File: src/rtl/led_pwm_pkg.sv
// rtl/led_pwm_pkg.sv - register offsets, channel indices and widths for led_pwm_periph
package led_pwm_pkg;

  localparam int DUTY_W = 8;
  localparam int NUM_CH = 4;

  // Word offsets, i.e. addr[7:2]
  localparam logic [5:0] OFF_CTRL     = 6'h00;
  localparam logic [5:0] OFF_DUTY_LED = 6'h01;
  localparam logic [5:0] OFF_DUTY_R   = 6'h02;
  localparam logic [5:0] OFF_DUTY_G   = 6'h03;
  localparam logic [5:0] OFF_DUTY_B   = 6'h04;
  localparam logic [5:0] OFF_STATUS   = 6'h05;
  localparam logic [5:0] OFF_FADE     = 6'h06;

  typedef enum logic [1:0] {
    CH_LED = 2'd0,
    CH_R   = 2'd1,
    CH_G   = 2'd2,
    CH_B   = 2'd3
  } ch_idx_e;

  // Duty registers are laid out contiguously in channel-index order
  function automatic logic [5:0] duty_off(input int ch);
    return OFF_DUTY_LED + 6'(ch);
  endfunction

endpackage

File: src/rtl/pwm_channel.sv
// rtl/pwm_channel.sv - one PWM channel: shadow/active duty, optional fade (LED_PWM_FADE_EN), registered output
module pwm_channel
  import led_pwm_pkg::*;
(
  input  logic              clk,
  input  logic              reset,
  input  logic [DUTY_W-1:0] cnt,
  input  logic              wrap,
  input  logic              en,
  input  logic              wr_en,
  input  logic [DUTY_W-1:0] wr_data,
`ifdef LED_PWM_FADE_EN
  input  logic [7:0]        fade_rate,
`endif
  output logic [DUTY_W-1:0] shadow,
  output logic              out
);

  logic [DUTY_W-1:0] active;

  // Software writes only ever land in the shadow copy
  always_ff @(posedge clk or negedge reset) begin
    if (!reset)     shadow <= '0;
    else if (wr_en) shadow <= wr_data;
  end

`ifdef LED_PWM_FADE_EN
  logic [7:0] fade_cnt;

  // At each wrap, step active one count toward shadow every fade_rate+1 wraps
  always_ff @(posedge clk or negedge reset) begin
    if (!reset) begin
      active   <= '0;
      fade_cnt <= '0;
    end else if (wrap) begin
      if (active == shadow) begin
        fade_cnt <= '0;
      end else if (fade_cnt >= fade_rate) begin
        fade_cnt <= '0;
        active   <= (active > shadow) ? active - 1'b1 : active + 1'b1;
      end else begin
        fade_cnt <= fade_cnt + 1'b1;
      end
    end
  end
`else
  // Active duty only changes at a period boundary, so a period is never cut short
  always_ff @(posedge clk or negedge reset) begin
    if (!reset)    active <= '0;
    else if (wrap) active <= shadow;
  end
`endif

  // Registered compare keeps the output glitch-free
  always_ff @(posedge clk or negedge reset) begin
    if (!reset) out <= 1'b0;
    else        out <= en & (cnt < active);
  end

endmodule

File: src/rtl/led_pwm_periph.sv
// rtl/led_pwm_periph.sv - memory-mapped four-channel 8-bit PWM peripheral (optional fade: LED_PWM_FADE_EN)
module led_pwm_periph
  import led_pwm_pkg::*;
#(
  parameter logic [31:0] BASE_ADDR  = 32'hFFFF_0000,
  parameter int          PRESCALE_W = 16
) (
  input  logic        clk,
  input  logic        reset,
  input  logic [31:0] addr,
  input  logic [31:0] wdata,
  input  logic        mem_write,
  output logic [31:0] rdata,
  output logic        led,
  output logic        red,
  output logic        green,
  output logic        blue
);

  logic                  sel, wr_en, ctrl_wr, status_wr;
  logic                  tick, wrap, wrap_flag;
  logic [5:0]            off;
  logic [NUM_CH-1:0]     ch_en, ch_out, duty_wr;
  logic [PRESCALE_W-1:0] prescale, presc_cnt;
  logic [DUTY_W-1:0]     pwm_cnt;
  logic [DUTY_W-1:0]     shadow [NUM_CH];
  logic [15:0]           prescale_rd;
  logic [31:0]           rdata_next;
  logic                  unused_bits;

  assign sel         = (addr[31:8] == BASE_ADDR[31:8]);
  assign off         = addr[7:2];
  assign wr_en       = sel & mem_write;
  assign ctrl_wr     = wr_en && (off == OFF_CTRL);
  assign status_wr   = wr_en && (off == OFF_STATUS);
  assign tick        = (presc_cnt == prescale);
  assign wrap        = tick && (pwm_cnt == '1);
  assign prescale_rd = 16'(prescale);
  assign unused_bits = ^{addr[1:0], wdata[15:8]};

  // Channel enables and prescale divisor
  always_ff @(posedge clk or negedge reset) begin
    if (!reset) begin
      ch_en    <= '0;
      prescale <= '0;
    end else if (ctrl_wr) begin
      ch_en    <= wdata[NUM_CH-1:0];
      prescale <= wdata[16 +: PRESCALE_W];
    end
  end

`ifdef LED_PWM_FADE_EN
  logic [7:0] fade_rate;

  // Wraps per fade step, shared by all channels
  always_ff @(posedge clk or negedge reset) begin
    if (!reset)                            fade_rate <= '0;
    else if (wr_en && (off == OFF_FADE))   fade_rate <= wdata[7:0];
  end
`endif

  // Prescaler restarts on any CTRL write so a new divisor starts cleanly
  always_ff @(posedge clk or negedge reset) begin
    if (!reset)       presc_cnt <= '0;
    else if (ctrl_wr) presc_cnt <= '0;
    else if (tick)    presc_cnt <= '0;
    else              presc_cnt <= presc_cnt + 1'b1;
  end

  // Free-running PWM period counter; not disturbed by CTRL writes
  always_ff @(posedge clk or negedge reset) begin
    if (!reset)    pwm_cnt <= '0;
    else if (tick) pwm_cnt <= pwm_cnt + 1'b1;
  end

  // Sticky wrap flag; a wrap in the same cycle as the clearing write keeps it set
  always_ff @(posedge clk or negedge reset) begin
    if (!reset)         wrap_flag <= 1'b0;
    else if (wrap)      wrap_flag <= 1'b1;
    else if (status_wr) wrap_flag <= 1'b0;
  end

  // Read mux; unmapped offsets and unselected addresses return 0
  always_comb begin
    rdata_next = '0;
    if (sel) begin
      case (off)
        OFF_CTRL:     rdata_next = {prescale_rd, 12'b0, ch_en};
        OFF_DUTY_LED: rdata_next = {24'b0, shadow[CH_LED]};
        OFF_DUTY_R:   rdata_next = {24'b0, shadow[CH_R]};
        OFF_DUTY_G:   rdata_next = {24'b0, shadow[CH_G]};
        OFF_DUTY_B:   rdata_next = {24'b0, shadow[CH_B]};
        OFF_STATUS:   rdata_next = {23'b0, wrap_flag, pwm_cnt};
`ifdef LED_PWM_FADE_EN
        OFF_FADE:     rdata_next = {24'b0, fade_rate};
`endif
        default:      rdata_next = '0;
      endcase
    end
  end

  // Read data is registered one cycle after the address
  always_ff @(posedge clk or negedge reset) begin
    if (!reset) rdata <= '0;
    else        rdata <= rdata_next;
  end

  for (genvar i = 0; i < NUM_CH; i++) begin : g_ch
    assign duty_wr[i] = wr_en && (off == duty_off(i));

    pwm_channel u_ch (
      .clk       (clk),
      .reset     (reset),
      .cnt       (pwm_cnt),
      .wrap      (wrap),
      .en        (ch_en[i]),
      .wr_en     (duty_wr[i]),
      .wr_data   (wdata[DUTY_W-1:0]),
`ifdef LED_PWM_FADE_EN
      .fade_rate (fade_rate),
`endif
      .shadow    (shadow[i]),
      .out       (ch_out[i])
    );
  end

  assign led   = ch_out[CH_LED];
  assign red   = ch_out[CH_R];
  assign green = ch_out[CH_G];
  assign blue  = ch_out[CH_B];

endmodule

File: config.mk
export PLATFORM = sky130hd
export DESIGN_NAME = led_pwm_periph
export DESIGN_NICKNAME = d
export VERILOG_FILES = /design/src/rtl/led_pwm_pkg.sv /design/src/rtl/pwm_channel.sv /design/src/rtl/led_pwm_periph.sv
export SDC_FILE = /design/constraint.sdc
export NUM_CORES = 1
export LEC_CHECK = 0
export ABC_AREA = 1
export ABC_CLOCK_PERIOD_IN_PS = 2080
export CORE_MARGIN = 2
export CORE_UTILIZATION = 30
export DETAILED_ROUTE_END_ITERATION = 8
export HOLD_SLACK_MARGIN = 0.06
export PLACE_DENSITY = 0.56
export SLEW_MARGIN = 25
export SYNTH_ARGS = -nofsm -noshare
export SYNTH_HDL_FRONTEND = slang
export SYNTH_SLANG_ARGS = --single-unit
File: constraint.sdc
create_clock -name clk -period 2.08 [get_ports clk]
set_input_delay 0.416 -clock clk [delete_from_list [all_inputs] [get_ports clk]]
set_output_delay 0.416 -clock clk [all_outputs]
set_load 0.05 [all_outputs]
==> flow_summary_export.csv <==
group,metric,value,unit
setup_path,r2r_start,"presc_cnt[13]",
timing,hold_viol_final,0,
setup_path,path_cells,"clkdlybuf4s50_1",
synth,synth_common_cells,"nand2_1, dfrtp_1, inv_1, nor2_1, o21ai_1",
timing,fin_skew,0.008827,ns
power,p_leak,4.487,nW
setup_path,critPathLaunchType,"register",
cells_and_area,n_antenna_cell,0,
timing,finalSetupViolCount,0,
drt,drt_first_pass_iters,5,
placed_design,numPortBuffers,85,
flow_run,maxCapViolations,0,
floorplanning,die_y,158.1,um
grt,grt_pass1_vias,5943,
setup_path,slowest_delay,0.83,ns
floorplanning,initial_core_util,30.44,%
floorplanning,rows,56,
setup_path,slowest_stage,"clkdlybuf4s50_1",
floorplanning,core,23400,um^2
floorplanning,ioPinCount,103,
timing,max_slew_margin,62.22,%
clock_network,path_clk_slew,0.06,ns
setup_path,critPathMaxFanout,1,
setup_path,end_kind,"primary output",
placed_design,gp_congestion,0.7955,
cells_and_area,fin_nets,1082,
timing,whs,0.4497,ns
synth,synth_top_area_cell,"dfrtp_1",
drt,vias,5897,
timing,period_minus_slack,2.008,ns
synth,yosys_warnings,0,
setup_path,crit_family,"buffers and inverters",
synth,async_reset_ff_share,100.0,%
setup_path,arrival,1.59,ns
floorplanning,die_w,158.1,um
drt,antenna_left,0,
clock_network,cts.sinks,138,
clock_network,cts-root-buf,"clkbuf_16",
synth,synth_ff_type,"dfrtp_1",
timing,fmax,497.9,MHz
power,power.density,676.3,nW/um^2
setup_path,path_buf_inv,1,
timing,min_period_over_period,96.55,%
hold_path,hp-class,"in2async",
synth,synth_top_area_share,48.47,%
timing,max_slew.worst_pin.slew,0.5661,ns
drt,drc_errors,0,
grt,grtUsageTotal,16.23,%
synth,synth.area.top_cells,"dfrtp_1, nand2_1, ha_1, inv_1, nor2_1",
cells_and_area,fin_util,39.93,%
drt,wl,18.77,mm
clock_network,cts_buffers,17,
synth,ys_types,35,
timing,rsz0062_at_grt,"no",
clock_network,cts.repair.resized,0,
drt,dr.first_iter.drc_count,329,
setup_path,path_class,"reg2out",
placed_design,dp_hpwl,13.84,mm
cells_and_area,n_fill_cell,2419,
clock_network,cts_buffer_depth,2,
synth,post-synth-top-count-cell,"nand2_1",
setup_path,crit_start,"rdata[31]",
grt,overflow,0,
run_status,status,"complete, no violations",
synth,synth_seq_cells,138,
synth,seq_area_frac_synth,48.47,%
drt,wl_per_cell,14.26,um
drt,viasPerCell,4.481,
grt,grt_antenna_before_repair,0,
cells_and_area,drive_above_1_share,12.74,%
floorplanning,die-area,25000,um^2
synth,avgSynthCellArea,8.303,um^2
cells_and_area,multi_input_area,3109,um^2
cells_and_area,area_growth,31.17,%
synth,netlist_area,7124,um^2
grt,grt_start_max_net_pins,41,
clock_network,cts_tree,"yes",
setup_path,critPathRequiredTime,1.66,ns
power,ir_drop,0.4448,mV
timing,tns,0,ns
synth,syn-instance-count,858,
timing,maxSlewViolCount,0,
clock_network,cts_max_level,4,
synth,synth_enable_flop_cells,0,
clock_network,clkLatencyLatePin,0.43,ns
cells_and_area,regArea,3453,um^2
grt,grt_pass1_wl,31.19,mm
-- state kept, by name (all words and copies together), names as in the netlist --
| name | flops |
|---|---|
| g_ch.u_ch.active | 32 |
| g_ch.u_ch.shadow | 32 |
| rdata | 25 |
| presc_cnt | 16 |
| prescale | 16 |
| pwm_cnt | 8 |
| ch_en | 4 |
| g_ch.u_ch.out | 4 |
| wrap_flag | 1 |
-- cell usage in the layout, fill, tap and decap left out, types with 5 or more instances in the layout --
cell,n
nand2_1,289
dfrtp_1,138
clkdlybuf4s50_1,84
inv_1,81
nor2_1,64
o21ai_1,47
buf_4,39
nand4_1,35
ha_1,30
a21oi_1,23
nor3_1,17
clkbuf_16,17
nand3_1,15
inv_2,13
o21ai_0,12
xor2_1,12
buf_12,11
nor2_4,8
o21ai_2,8
conb_1,7
xnor2_1,5
bufinv_16,5
-- cells by family after synthesis --
group	Yosys count	synth area share [%]
fa+ha+maj	30	5.269
xor+xnor	17	2.090
other cells	1	0.05264
compound gates	96	7.376
buf+inv	128	8.289
simple gates	448	28.45
flops	138	48.47
-- report_power, final --
part           switching [mW]  internal [mW]
clock network            1.21           2.16
logic                   0.143          0.120
registers          0.00000596           2.68
-- what timing repair did --
action | CTS | global route
endpoints found under the hold margin | 30 | 0
hold buffers | 1 | 0
buffers inserted | 0 | 0
-- metrics by stage --
stage                     setup slack, ns  instance area (um^2)  cells  total power [mW]
after floorplan                    0.5270                  7147    864             2.812
after global placement           -0.03227                  8680   1284             3.000
after detailed placement         -0.03366                  8680   1284             3.002
after CTS                         0.05410                  9345   1316             6.382
after global routing              0.01766                  9345   1316             6.526
final                             0.07171                  9345   1316             6.321
-- worst paths after layout --
kind                       slack [ns]  cells after the start                endpoint
hold / removal                   0.45                      2             prescale[5]
max in group asynchronous        1.03                      3  g_ch[0].u_ch.shadow[1]
setup reg to reg                 0.26                     10  g_ch[2].u_ch.active[0]
min in group clk                 0.47                      2  g_ch[3].u_ch.active[7]
setup / recovery                 0.07                      1               rdata[31]
hold reg to reg                  0.47                      2  g_ch[3].u_ch.active[7]
-- cell type report --
class,instances,share of cell area (%)
multi-input combinational,598,33.27
tap,319,4.271
sequential,138,36.95
inverter,94,3.776
clock inverter,13,2.316
clock buffer,18,4.699
timing repair buffer,136,14.71
-- metal layers --
layer	vias to the layer above	global-route usage (%)	part of all wire [%]
met5	-	0	0
met4	0	5.577	2.0
met3	22	3.121	3.9
met2	121	26.21	48
met1	2762	21.82	46
li1	2992	-	-
(Power assumes the default switching activity.)
